## config.mk

```make
export PLATFORM = sky130hd
export DESIGN_NAME = cache_axi_bridge
export DESIGN_NICKNAME = d
export VERILOG_FILES = /design/src/rtl/cache_axi_bridge.sv
export SDC_FILE = /design/constraint.sdc
export NUM_CORES = 1
export LEC_CHECK = 0
export ABC_CLOCK_PERIOD_IN_PS = 1750
export BUFFER_PORTS_ARGS = -buffer_cell sky130_fd_sc_hd__clkbuf_2
export CAP_MARGIN = 0
export CORE_MARGIN = 10
export CORE_UTILIZATION = 42
export CTS_CLUSTER_SIZE = 30
export DETAILED_ROUTE_END_ITERATION = 10
export PLACE_DENSITY = 0.74
export SLEW_MARGIN = 20
export SYNTH_ARGS = -nofsm -noshare
export SYNTH_HDL_FRONTEND = slang
export SYNTH_SLANG_ARGS = --single-unit
```

## constraint.sdc

```tcl
create_clock -name clk -period 1.75 [get_ports clk]
set_input_delay 0.35 -clock clk [delete_from_list [all_inputs] [get_ports clk]]
set_output_delay 0.35 -clock clk [all_outputs]
set_load 0.02 [all_outputs]
```

## src/rtl/cache_axi_bridge.sv

```systemverilog
// rtl/cache_axi_bridge.sv - cache miss-side rd/wr requests to AXI4 master read/write transactions
//
// Ports:
//   clk, resetn                         clock, synchronous active-low reset
//   rd_req/rd_type/rd_addr/rd_rdy       cache read request (type 000/001/010 single, 100 line)
//   ret_valid/ret_last/ret_data         returned read words, ret_last[0] marks the final word
//   wr_req/wr_type/wr_addr/wr_wstrb/
//   wr_data/wr_rdy                      cache write request (line writeback or uncached store)
//   ar*/r*                              AXI4 read address and read data channels
//   aw*/w*/b*                           AXI4 write address, write data and write response channels
module cache_axi_bridge #(
    parameter logic [3:0] AXI_ID = 4'd1
) (
    input  logic         clk,
    input  logic         resetn,
    input  logic         rd_req,
    input  logic [2:0]   rd_type,
    input  logic [31:0]  rd_addr,
    output logic         rd_rdy,
    output logic         ret_valid,
    output logic [1:0]   ret_last,
    output logic [31:0]  ret_data,
    input  logic         wr_req,
    input  logic [2:0]   wr_type,
    input  logic [31:0]  wr_addr,
    input  logic [3:0]   wr_wstrb,
    input  logic [127:0] wr_data,
    output logic         wr_rdy,
    output logic [3:0]   arid,
    output logic [31:0]  araddr,
    output logic [7:0]   arlen,
    output logic [2:0]   arsize,
    output logic [1:0]   arburst,
    output logic         arvalid,
    input  logic         arready,
    input  logic [3:0]   rid,
    input  logic [31:0]  rdata,
    input  logic [1:0]   rresp,
    input  logic         rlast,
    input  logic         rvalid,
    output logic         rready,
    output logic [3:0]   awid,
    output logic [31:0]  awaddr,
    output logic [7:0]   awlen,
    output logic [2:0]   awsize,
    output logic [1:0]   awburst,
    output logic         awvalid,
    input  logic         awready,
    output logic [31:0]  wdata,
    output logic [3:0]   wstrb,
    output logic         wlast,
    output logic         wvalid,
    input  logic         wready,
    input  logic [3:0]   bid,
    input  logic [1:0]   bresp,
    input  logic         bvalid,
    output logic         bready
);

    typedef enum logic [1:0] {R_IDLE, R_AR, R_DATA} rd_state_t;
    typedef enum logic [1:0] {W_IDLE, W_REQ, W_B} wr_state_t;

    rd_state_t      rd_state;
    wr_state_t      wr_state;
    logic [127:0]   wbuf;
    logic [31:0]    wbuf_addr;
    logic [7:0]     w_len;
    logic [2:0]     w_size;
    logic [3:0]     w_strb;
    logic [1:0]     beat;
    logic           aw_done;
    logic           w_done;
    logic           hazard;
    logic           aw_fin;
    logic           w_fin;
    logic           unused;

    function automatic logic [7:0] len_of(input logic [2:0] t);
        return (t == 3'b100) ? 8'd3 : 8'd0;
    endfunction

    function automatic logic [2:0] size_of(input logic [2:0] t);
        return (t == 3'b100) ? 3'b010 : {1'b0, t[1:0]};
    endfunction

    // Line transfers always start at the line base; single transfers keep the byte address.
    function automatic logic [31:0] addr_of(input logic [2:0] t, input logic [31:0] a);
        return (t == 3'b100) ? {a[31:4], 4'b0000} : a;
    endfunction

    // A read of a line still sitting in the write buffer must wait for that write's B response,
    // otherwise the refill could return stale memory contents.
    assign hazard = (wr_state != W_IDLE) && (rd_addr[31:4] == wbuf_addr[31:4]);
    assign rd_rdy = (rd_state == R_IDLE) && !hazard;
    assign wr_rdy = (wr_state == W_IDLE);

    assign arid    = AXI_ID;
    assign arburst = 2'b01;
    assign awid    = AXI_ID;
    assign awburst = 2'b01;

    // Read data is forwarded straight to the cache with no added latency.
    assign ret_valid = (rd_state == R_DATA) && rvalid;
    assign ret_data  = rdata;
    assign ret_last  = {1'b0, ret_valid && rlast};

    assign awaddr = wbuf_addr;
    assign awlen  = w_len;
    assign awsize = w_size;
    assign wstrb  = w_strb;
    assign wdata  = wbuf[{beat, 5'b00000} +: 32];
    assign wlast  = (beat == w_len[1:0]);

    // AW and W complete independently; either may finish first or both in the same cycle.
    assign aw_fin = aw_done || (awvalid && awready);
    assign w_fin  = w_done || (wvalid && wready && wlast);

    assign unused = ^{rid, rresp, bid, bresp, w_len[7:2]};

    always_ff @(posedge clk) begin
        if (!resetn) begin
            rd_state <= R_IDLE;
            arvalid  <= 1'b0;
            rready   <= 1'b0;
            araddr   <= 32'd0;
            arlen    <= 8'd0;
            arsize   <= 3'd0;
        end else begin
            case (rd_state)
                R_IDLE: begin
                    if (rd_req && rd_rdy) begin
                        araddr   <= addr_of(rd_type, rd_addr);
                        arlen    <= len_of(rd_type);
                        arsize   <= size_of(rd_type);
                        arvalid  <= 1'b1;
                        rd_state <= R_AR;
                    end
                end
                R_AR: begin
                    if (arready) begin
                        arvalid  <= 1'b0;
                        rready   <= 1'b1;
                        rd_state <= R_DATA;
                    end
                end
                R_DATA: begin
                    if (rvalid && rlast) begin
                        rready   <= 1'b0;
                        rd_state <= R_IDLE;
                    end
                end
                default: rd_state <= R_IDLE;
            endcase
        end
    end

    always_ff @(posedge clk) begin
        if (!resetn) begin
            wr_state  <= W_IDLE;
            awvalid   <= 1'b0;
            wvalid    <= 1'b0;
            bready    <= 1'b0;
            beat      <= 2'd0;
            aw_done   <= 1'b0;
            w_done    <= 1'b0;
            wbuf      <= 128'd0;
            wbuf_addr <= 32'd0;
            w_len     <= 8'd0;
            w_size    <= 3'd0;
            w_strb    <= 4'd0;
        end else begin
            case (wr_state)
                W_IDLE: begin
                    if (wr_req) begin
                        wbuf      <= wr_data;
                        wbuf_addr <= addr_of(wr_type, wr_addr);
                        w_len     <= len_of(wr_type);
                        w_size    <= size_of(wr_type);
                        w_strb    <= (wr_type == 3'b100) ? 4'hf : wr_wstrb;
                        beat      <= 2'd0;
                        aw_done   <= 1'b0;
                        w_done    <= 1'b0;
                        awvalid   <= 1'b1;
                        wvalid    <= 1'b1;
                        wr_state  <= W_REQ;
                    end
                end
                W_REQ: begin
                    if (awvalid && awready) begin
                        awvalid <= 1'b0;
                        aw_done <= 1'b1;
                    end
                    if (wvalid && wready) begin
                        beat <= beat + 2'd1;
                        if (wlast) begin
                            wvalid <= 1'b0;
                            w_done <= 1'b1;
                        end
                    end
                    if (aw_fin && w_fin) begin
                        bready   <= 1'b1;
                        wr_state <= W_B;
                    end
                end
                W_B: begin
                    if (bvalid) begin
                        bready   <= 1'b0;
                        wr_state <= W_IDLE;
                    end
                end
                default: wr_state <= W_IDLE;
            endcase
        end
    end

endmodule

```

==> results of run 1 <==
final cells by class:
class | count | area, sq um
fillers | 1925 | 9490
repair buffers | 383 | 2370
clock inverters | 13 | 114
well taps | 280 | 350
flip-flops and latches | 215 | 4330
inverters | 3 | 16.3
diodes | 2 | 5.00
multi-input cells | 752 | 4350
clock buffers | 31 | 667
synth_stat cells:
| cell type | instances | area, sq um |
|---|---|---|
| o221a_2 | 4 | 45.0 |
| o21ai_0 | 5 | 25.0 |
| inv_1 | 3 | 11.3 |
| a2111oi_0 | 1 | 8.76 |
| nand2_1 | 391 | 1470 |
| nor3_1 | 2 | 10.0 |
| a21boi_0 | 1 | 7.51 |
| mux2i_1 | 34 | 340 |
| and2_1 | 1 | 6.26 |
| a21oi_2 | 1 | 8.76 |
| a21oi_1 | 169 | 846 |
| nor2_1 | 17 | 63.8 |
| buf_6 | 2 | 22.5 |
| buf_2 | 25 | 125 |
| clkbuf_1 | 50 | 188 |
| nor4_4 | 2 | 42.5 |
| a22oi_1 | 5 | 37.5 |
| or3b_2 | 1 | 8.76 |
| nand3b_1 | 3 | 22.5 |
| o21ai_1 | 1 | 5.00 |
| and4b_1 | 1 | 10.0 |
| nor2b_1 | 2 | 12.5 |
| a211oi_1 | 4 | 30.0 |
| and3b_1 | 1 | 8.76 |
| nand3_1 | 2 | 10.0 |
| nor3b_1 | 2 | 15.0 |
| conb_1 | 2 | 7.51 |
| dfxtp_1 | 215 | 4300 |
| a21o_1 | 1 | 7.51 |
| nand4_1 | 6 | 37.5 |
| o211ai_1 | 1 | 7.51 |
| xnor2_1 | 28 | 245 |
| or2_2 | 1 | 6.26 |
| buf_4 | 61 | 458 |
| nand4b_1 | 1 | 8.76 |
| nand2b_1 | 4 | 25.0 |
| mux4_2 | 32 | 721 |
| and3_1 | 1 | 6.26 |
power groups by stage:
stage	clock network, mW	registers [mW]	logic [mW]
after floorplan	0	5.58	1.07
after global placement	0	5.46	1.79
after detailed placement	0	5.47	1.82
after CTS	5.06	5.37	1.85
after global routing	5.24	5.41	2.08
final	4.95	5.38	1.90
cells in the final DEF (no fill, tap or decap), drive strengths merged, types with 2 or more instances in the layout:
master	instances
clkinv	8
o221a	4
nor3	2
a211oi	4
nand4	6
mux2i	34
o21ai	6
buf	79
mux4	32
nand2b	4
nor4	2
nand2	391
xnor2	28
clkinvlp	2
inv	5
nand3	2
nor3b	2
nor2b	2
clkbuf	335
nor2	17
a22oi	5
dfxtp	215
nand3b	3
conb	27
diode	2
a21oi	170
through the flow:
step / setup slack (ns) / cells
detailed placement: -0.351 / 1626
global placement: -0.295 / 1626
finish: -0.466 / 1679
global route: -0.534 / 1679
floorplan: -0.0110 / 1108
CTS: -0.481 / 1673
sequential cells by signal, summed over array words and instances (netlist names), 2 cells and up:
name and flops:
beat 2, awaddr 32, awsize 2, araddr 32
wstrb 4, rd_state 2, wbuf 128, wr_state 2
arsize 2
what timing repair did:
action,4_1_cts,5_1_grt
setup buffers,4,3
gates cloned,1,2
pin swaps,10,11
endpoints found under the setup margin,71,82
resized for setup,26,72
worst max-delay path by stage:
stage / slack (ns) / start / to / cells after the start
finish: -0.47 / beat[0] / wdata[23] / 3
global route: -0.53 / beat[0] / wdata[13] / 3
CTS: -0.48 / beat[0] / wdata[31] / 3
detailed placement: -0.35 / rd_addr[8] / rd_rdy / 6
global placement: -0.29 / rd_addr[8] / rd_rdy / 6
floorplan: -0.01 / beat[0] / wdata[10] / 3
kinds of logic (layout without fill, tap and decap cells):
logic type,count (synthesis),in the layout,synth area share [%]
other cells,2,29,0.0815
xor+xnor,28,28,2.66
flops,215,215,46.7
simple gates,438,438,19.1
mux,66,66,11.5
compound gates,193,193,11.2
buf+inv,141,430,8.73
layer usage:
layer / vias to the layer above / global-route usage [%] / wire, um
met3: 73 / 4.26 / 2220
met1: 3944 / 24.2 / 12200
met5: - / 0 / 0
met4: 0 / 7.76 / 980
li1: 4097 / - / -
met2: 320 / 32.2 / 14600
worst max-delay path, delay by kind of cell (launching register included):
family,cells,cell delay (ns)
flops,1,0.45
mux,1,0.55
buf+inv,2,0.34
==> impl_metrics.json, run 1 <==
{
  "outcome": "complete, but fails checks",
  "violations": "setup timing",
  "setup_viol": 71,
  "worst_slew_pin_slew_ns": 0.493,
  "cp_slowest_stage_delay_ns": 0.55,
  "cp_max_fo": 10,
  "crit_slowest_cell": "mux4_2",
  "root_buffer": "clkbuf_16",
  "timing.final.ws_setup_ns": -0.466,
  "max-cap-violations": 0,
  "place_area_sq_um": 11000,
  "crit_chain": "buf_12 > mux4_2 > buf_6",
  "crit_required_ns": 1.40,
  "hold_viol": 0,
  "cts_buffers": 24,
  "final_area_sq_um": 12200,
  "drive_gt1_share_pct": 36.1,
  "netlist_instances": 1083,
  "antenna_found_initial": 2,
  "io_pins": 433,
  "leakagePower_nw": 5.40,
  "clkPwrFrac_pct": 40.5,
  "cts_tree": "done",
  "path_clk_slew_ns": 0.06,
  "p_per_area_nw_per_um2": 1000,
  "p_sw_mw": 3.37,
  "avgViaCountPerCell": 5.02,
  "num_vias": 8434,
  "grt_max_degree": 76,
  "areaGrowthSynthToFinish_pct": 32.4,
  "r2r_end": "araddr[0]",
  "grt_pass1_wl_um": 45400,
  "slew_headroom_pct": 66.9,
  "grt_remaining_overflow": 0,
  "fin_crit_sh_pct": 127,
  "hpwlAfterDp_um": 22000,
  "htreeDepth": 1,
  "min_period_ns": 2.22,
  "wirelength_um": 29900,
  "p_int_mw": 8.86,
  "min_from": "wr_data[82]",
  "hold_path_depth": 3,
  "tns_ns": -17.14,
  "final_nets": 1635,
  "ant_nets": 0,
  "r2r_start": "awaddr[7]",
  "clockBufferDepth": 3,
  "worstHoldEndpoint": "wbuf[82]",
  "die_h_um": 168,
  "dr.pass1.iters": 5,
  "arrival_ns": 1.87,
  "seq_power_share_pct": 43.9,
  "final_util_pct": 56.2,
  "clk_latency_ns": 0.53,
  "ir_worst_vdd_v": 0.000757,
  "die_w_um": 168,
  "synth.avg_cell_area_sq_um": 8.51,
  "synth.distinct_cells": 38,
  "yosysWarnings": 0,
  "grt_pass1_vias": 8394,
  "comb_power_share_pct": 15.6,
  "r2r_slack_ns": -0.13,
  "critPathKind": "reg -> out",
  "ys_ff_latch": 215,
  "startpoint_type": "register",
  "remaining_drc_errors": 0,
  "clock.fmax_mhz": 451,
  "num_rows": 54,
  "hold_slack_ns": 0.0347,
  "avgRoutedWirePerCell_um": 17.8,
  "rsz0062_at_grt": "yes",
  "port_buffers": 329,
  "fin_skew_ns": 0.0261,
  "initial_core_util_pct": 42.5,
  "ctsHoldBuffers": 0,
  "synth_area_sq_um": 9210,
  "hold_path.class": "in -> reg",
  "track_usage_pct": 19.5,
  "slew_violations": 0,
  "core_sq_um": 21700,
  "p_sw_share_pct": 27.5,
  "die-area_sq_um": 28300,
  "yosysSeqAreaShare_pct": 46.7,
  "initialDrtViolationCount": 698,
  "place_congestion": 0.873,
  "clock_sinks": 215,
  "r2r_cells": 9,
  "end_kind": "primary output",
  "p_total_mw": 12.2
}
(Power assumes the default switching activity.)
==> run 2: changes to the inputs <==
--- a/config.mk
+++ b/config.mk
@@ -5,14 +5,13 @@
 export SDC_FILE = /design/constraint.sdc
 export NUM_CORES = 1
 export LEC_CHECK = 0
-export ABC_CLOCK_PERIOD_IN_PS = 1750
 export BUFFER_PORTS_ARGS = -buffer_cell sky130_fd_sc_hd__clkbuf_2
 export CAP_MARGIN = 0
 export CORE_MARGIN = 10
 export CORE_UTILIZATION = 42
-export CTS_CLUSTER_SIZE = 30
 export DETAILED_ROUTE_END_ITERATION = 10
 export PLACE_DENSITY = 0.74
+export REMOVE_ABC_BUFFERS = 1
 export SLEW_MARGIN = 20
 export SYNTH_ARGS = -nofsm -noshare
 export SYNTH_HDL_FRONTEND = slang
==> impl_metrics.json, run 2 (synthesis gave the netlist of run 1 again) <==
{
  "num_vias": 8547,
  "ctsHoldBuffers": 0,
  "final.fill_count": 1898,
  "place_congestion": 0.841,
  "slew_violations": 0,
  "initial_core_util_pct": 42.5,
  "num_rows": 54,
  "setup_viol": 71,
  "critPathKind": "reg -> out",
  "wl_met1_um": 12600,
  "ir_worst_vdd_v": 0.000647,
  "outcome": "complete, but fails checks",
  "die_w_um": 168,
  "r2r_slack_ns": -0.19,
  "final_area_sq_um": 12300,
  "ant_nets": 0,
  "r2r_start": "awaddr[20]",
  "min_from": "wr_addr[4]",
  "crit_slowest_cell": "dfxtp_4",
  "timing.final.ws_setup_ns": -0.467,
  "avgRoutedWirePerCell_um": 19.0,
  "worstHoldEndpoint": "awaddr[4]",
  "initialDrtViolationCount": 503,
  "io_pins": 433,
  "p_per_area_nw_per_um2": 1000,
  "grt_remaining_overflow": 0,
  "cts_buffers": 24,
  "final_common_cell": "nand2_1",
  "hpwlAfterDp_um": 22800,
  "cp_top_family": "simple AND/OR/NAND/NOR gates",
  "grt_max_degree": 103,
  "clockBufferDepth": 3,
  "arrival_ns": 1.87,
  "dr.pass1.iters": 5,
  "leakagePower_nw": 5.43,
  "clk_latency_ns": 0.51,
  "hold_viol": 0,
  "hold_path_depth": 3,
  "hold_slack_ns": 0.0464,
  "avgViaCountPerCell": 5.09,
  "violations": "setup timing",
  "die_h_um": 168,
  "grt_pass1_vias": 8536,
  "final_nets": 1636,
  "htreeDepth": 1,
  "startpoint_type": "register",
  "r2r_end": "araddr[3]",
  "wirelength_um": 31900,
  "r2r_cells": 8,
  "largest_register": "wbuf",
  "cp_num_buf_inv": 2,
  "drive_gt1_share_pct": 36.2,
  "place_area_sq_um": 11000,
  "max-cap-violations": 0,
  "layout_common_cells": "nand2_1 (390), clkbuf_2 (298), dfxtp_1 (195)",
  "clock_sinks": 215,
  "min_period_ns": 2.22,
  "rsz0062_at_grt": "yes",
  "routed-wl-met3_um": 3500,
  "areaGrowthSynthToFinish_pct": 33.7,
  "cts_tree": "done",
  "maxUsedRoutingLayer": "met4",
  "core_sq_um": 21700,
  "clock.fmax_mhz": 451,
  "p_total_mw": 12.4,
  "antenna_found_initial": 0,
  "crit_required_ns": 1.40,
  "largest_reg_flops": 128,
  "port_buffers": 329,
  "die-area_sq_um": 28300,
  "end_kind": "primary output",
  "path_clk_slew_ns": 0.06,
  "grt_pass1_wl_um": 47600,
  "crit_chain": "xnor2_2 > nand4_1 > nor4_4 > buf_4 > a21boi_2 > buf_6",
  "dr_wl_met2_um": 15200,
  "hold_path.class": "in -> reg",
  "cp_max_fo": 3,
  "fin_skew_ns": 0.0140,
  "final_util_pct": 56.8,
  "fin_crit_sh_pct": 127,
  "track_usage_pct": 20.6,
  "remaining_drc_errors": 0,
  "root_buffer": "clkbuf_16",
  "tns_ns": -17.68,
  "cp_slowest_stage_delay_ns": 0.35
}
==> run 2: stage by stage <==
step / instances / worst slack (ns)
after global placement: 1621 / -0.167
after global routing: 1678 / -0.537
final: 1679 / -0.467
after detailed placement: 1621 / -0.180
after CTS: 1671 / -0.484
after floorplan: 970 / -3.07
==> run 2: what timing repair did <==
| item | 4_1_cts | 5_1_grt |
|---|---|---|
| resized for setup | 42 | 93 |
| pin swaps | 16 | 9 |
| buffers inserted | 7 | 2 |
| cloned | 0 | 6 |
| endpoints found under the setup margin | 39 | 72 |
| hold endpoints to repair | 0 | 0 |
==> run 2: final cells by class <==
| cell class | instances | area, sq um | area share, % |
|---|---|---|---|
| timing repair buffer | 384 | 2480 | 20.1 |
| tap | 280 | 350 | 2.84 |
| multi-input combinational | 752 | 4340 | 35.2 |
| sequential | 215 | 4340 | 35.2 |
| clock buffer | 33 | 686 | 5.57 |
| inverter | 3 | 16.3 | 0.132 |
| clock inverter | 11 | 108 | 0.874 |
| antenna | 1 | 2.50 | 0.0203 |
==> run 2: layer usage <==
layer / vias to the layer above / GRT usage, %
li1: 4107 / -
met1: 4003 / 24.3
met2: 387 / 33.6
met3: 50 / 9.17
met4: 0 / 5.07
met5: - / 0.542
==> run 2: worst register-to-register path, stage by stage, from the launching register on <==
cell and delay [ns]:
dfxtp_4 0.35, xnor2_2 0.15, nand4_1 0.19, nor4_4 0.31
buf_4 0.17, buf_4 0.13, a21o_1 0.19, buf_12 0.14
mux2i_1 0.22
==> run 2: worst max path at each step <==
| stage | from | endpoint | slack, ns | cells after the start |
|---|---|---|---|---|
| 4_1_cts | beat[0] | wdata[16] | -0.48 | 3 |
| 5_1_grt | awaddr[20] | rd_rdy | -0.54 | 6 |
| 3_5_place_dp | rd_addr[13] | rd_rdy | -0.18 | 7 |
| 6_report | awaddr[20] | rd_rdy | -0.47 | 6 |
| 3_3_place_gp | rd_addr[13] | rd_rdy | -0.17 | 7 |
| 2_1_floorplan | wr_state[0] | wstrb[0] | -3.07 | 4 |
==> run 2: power by group <==
group	total (mW)	switching (mW)	internal, mW
Sequential	5.37	0.174	5.20
Clock	5.05	2.01	3.03
Combinational	1.95	1.11	0.843
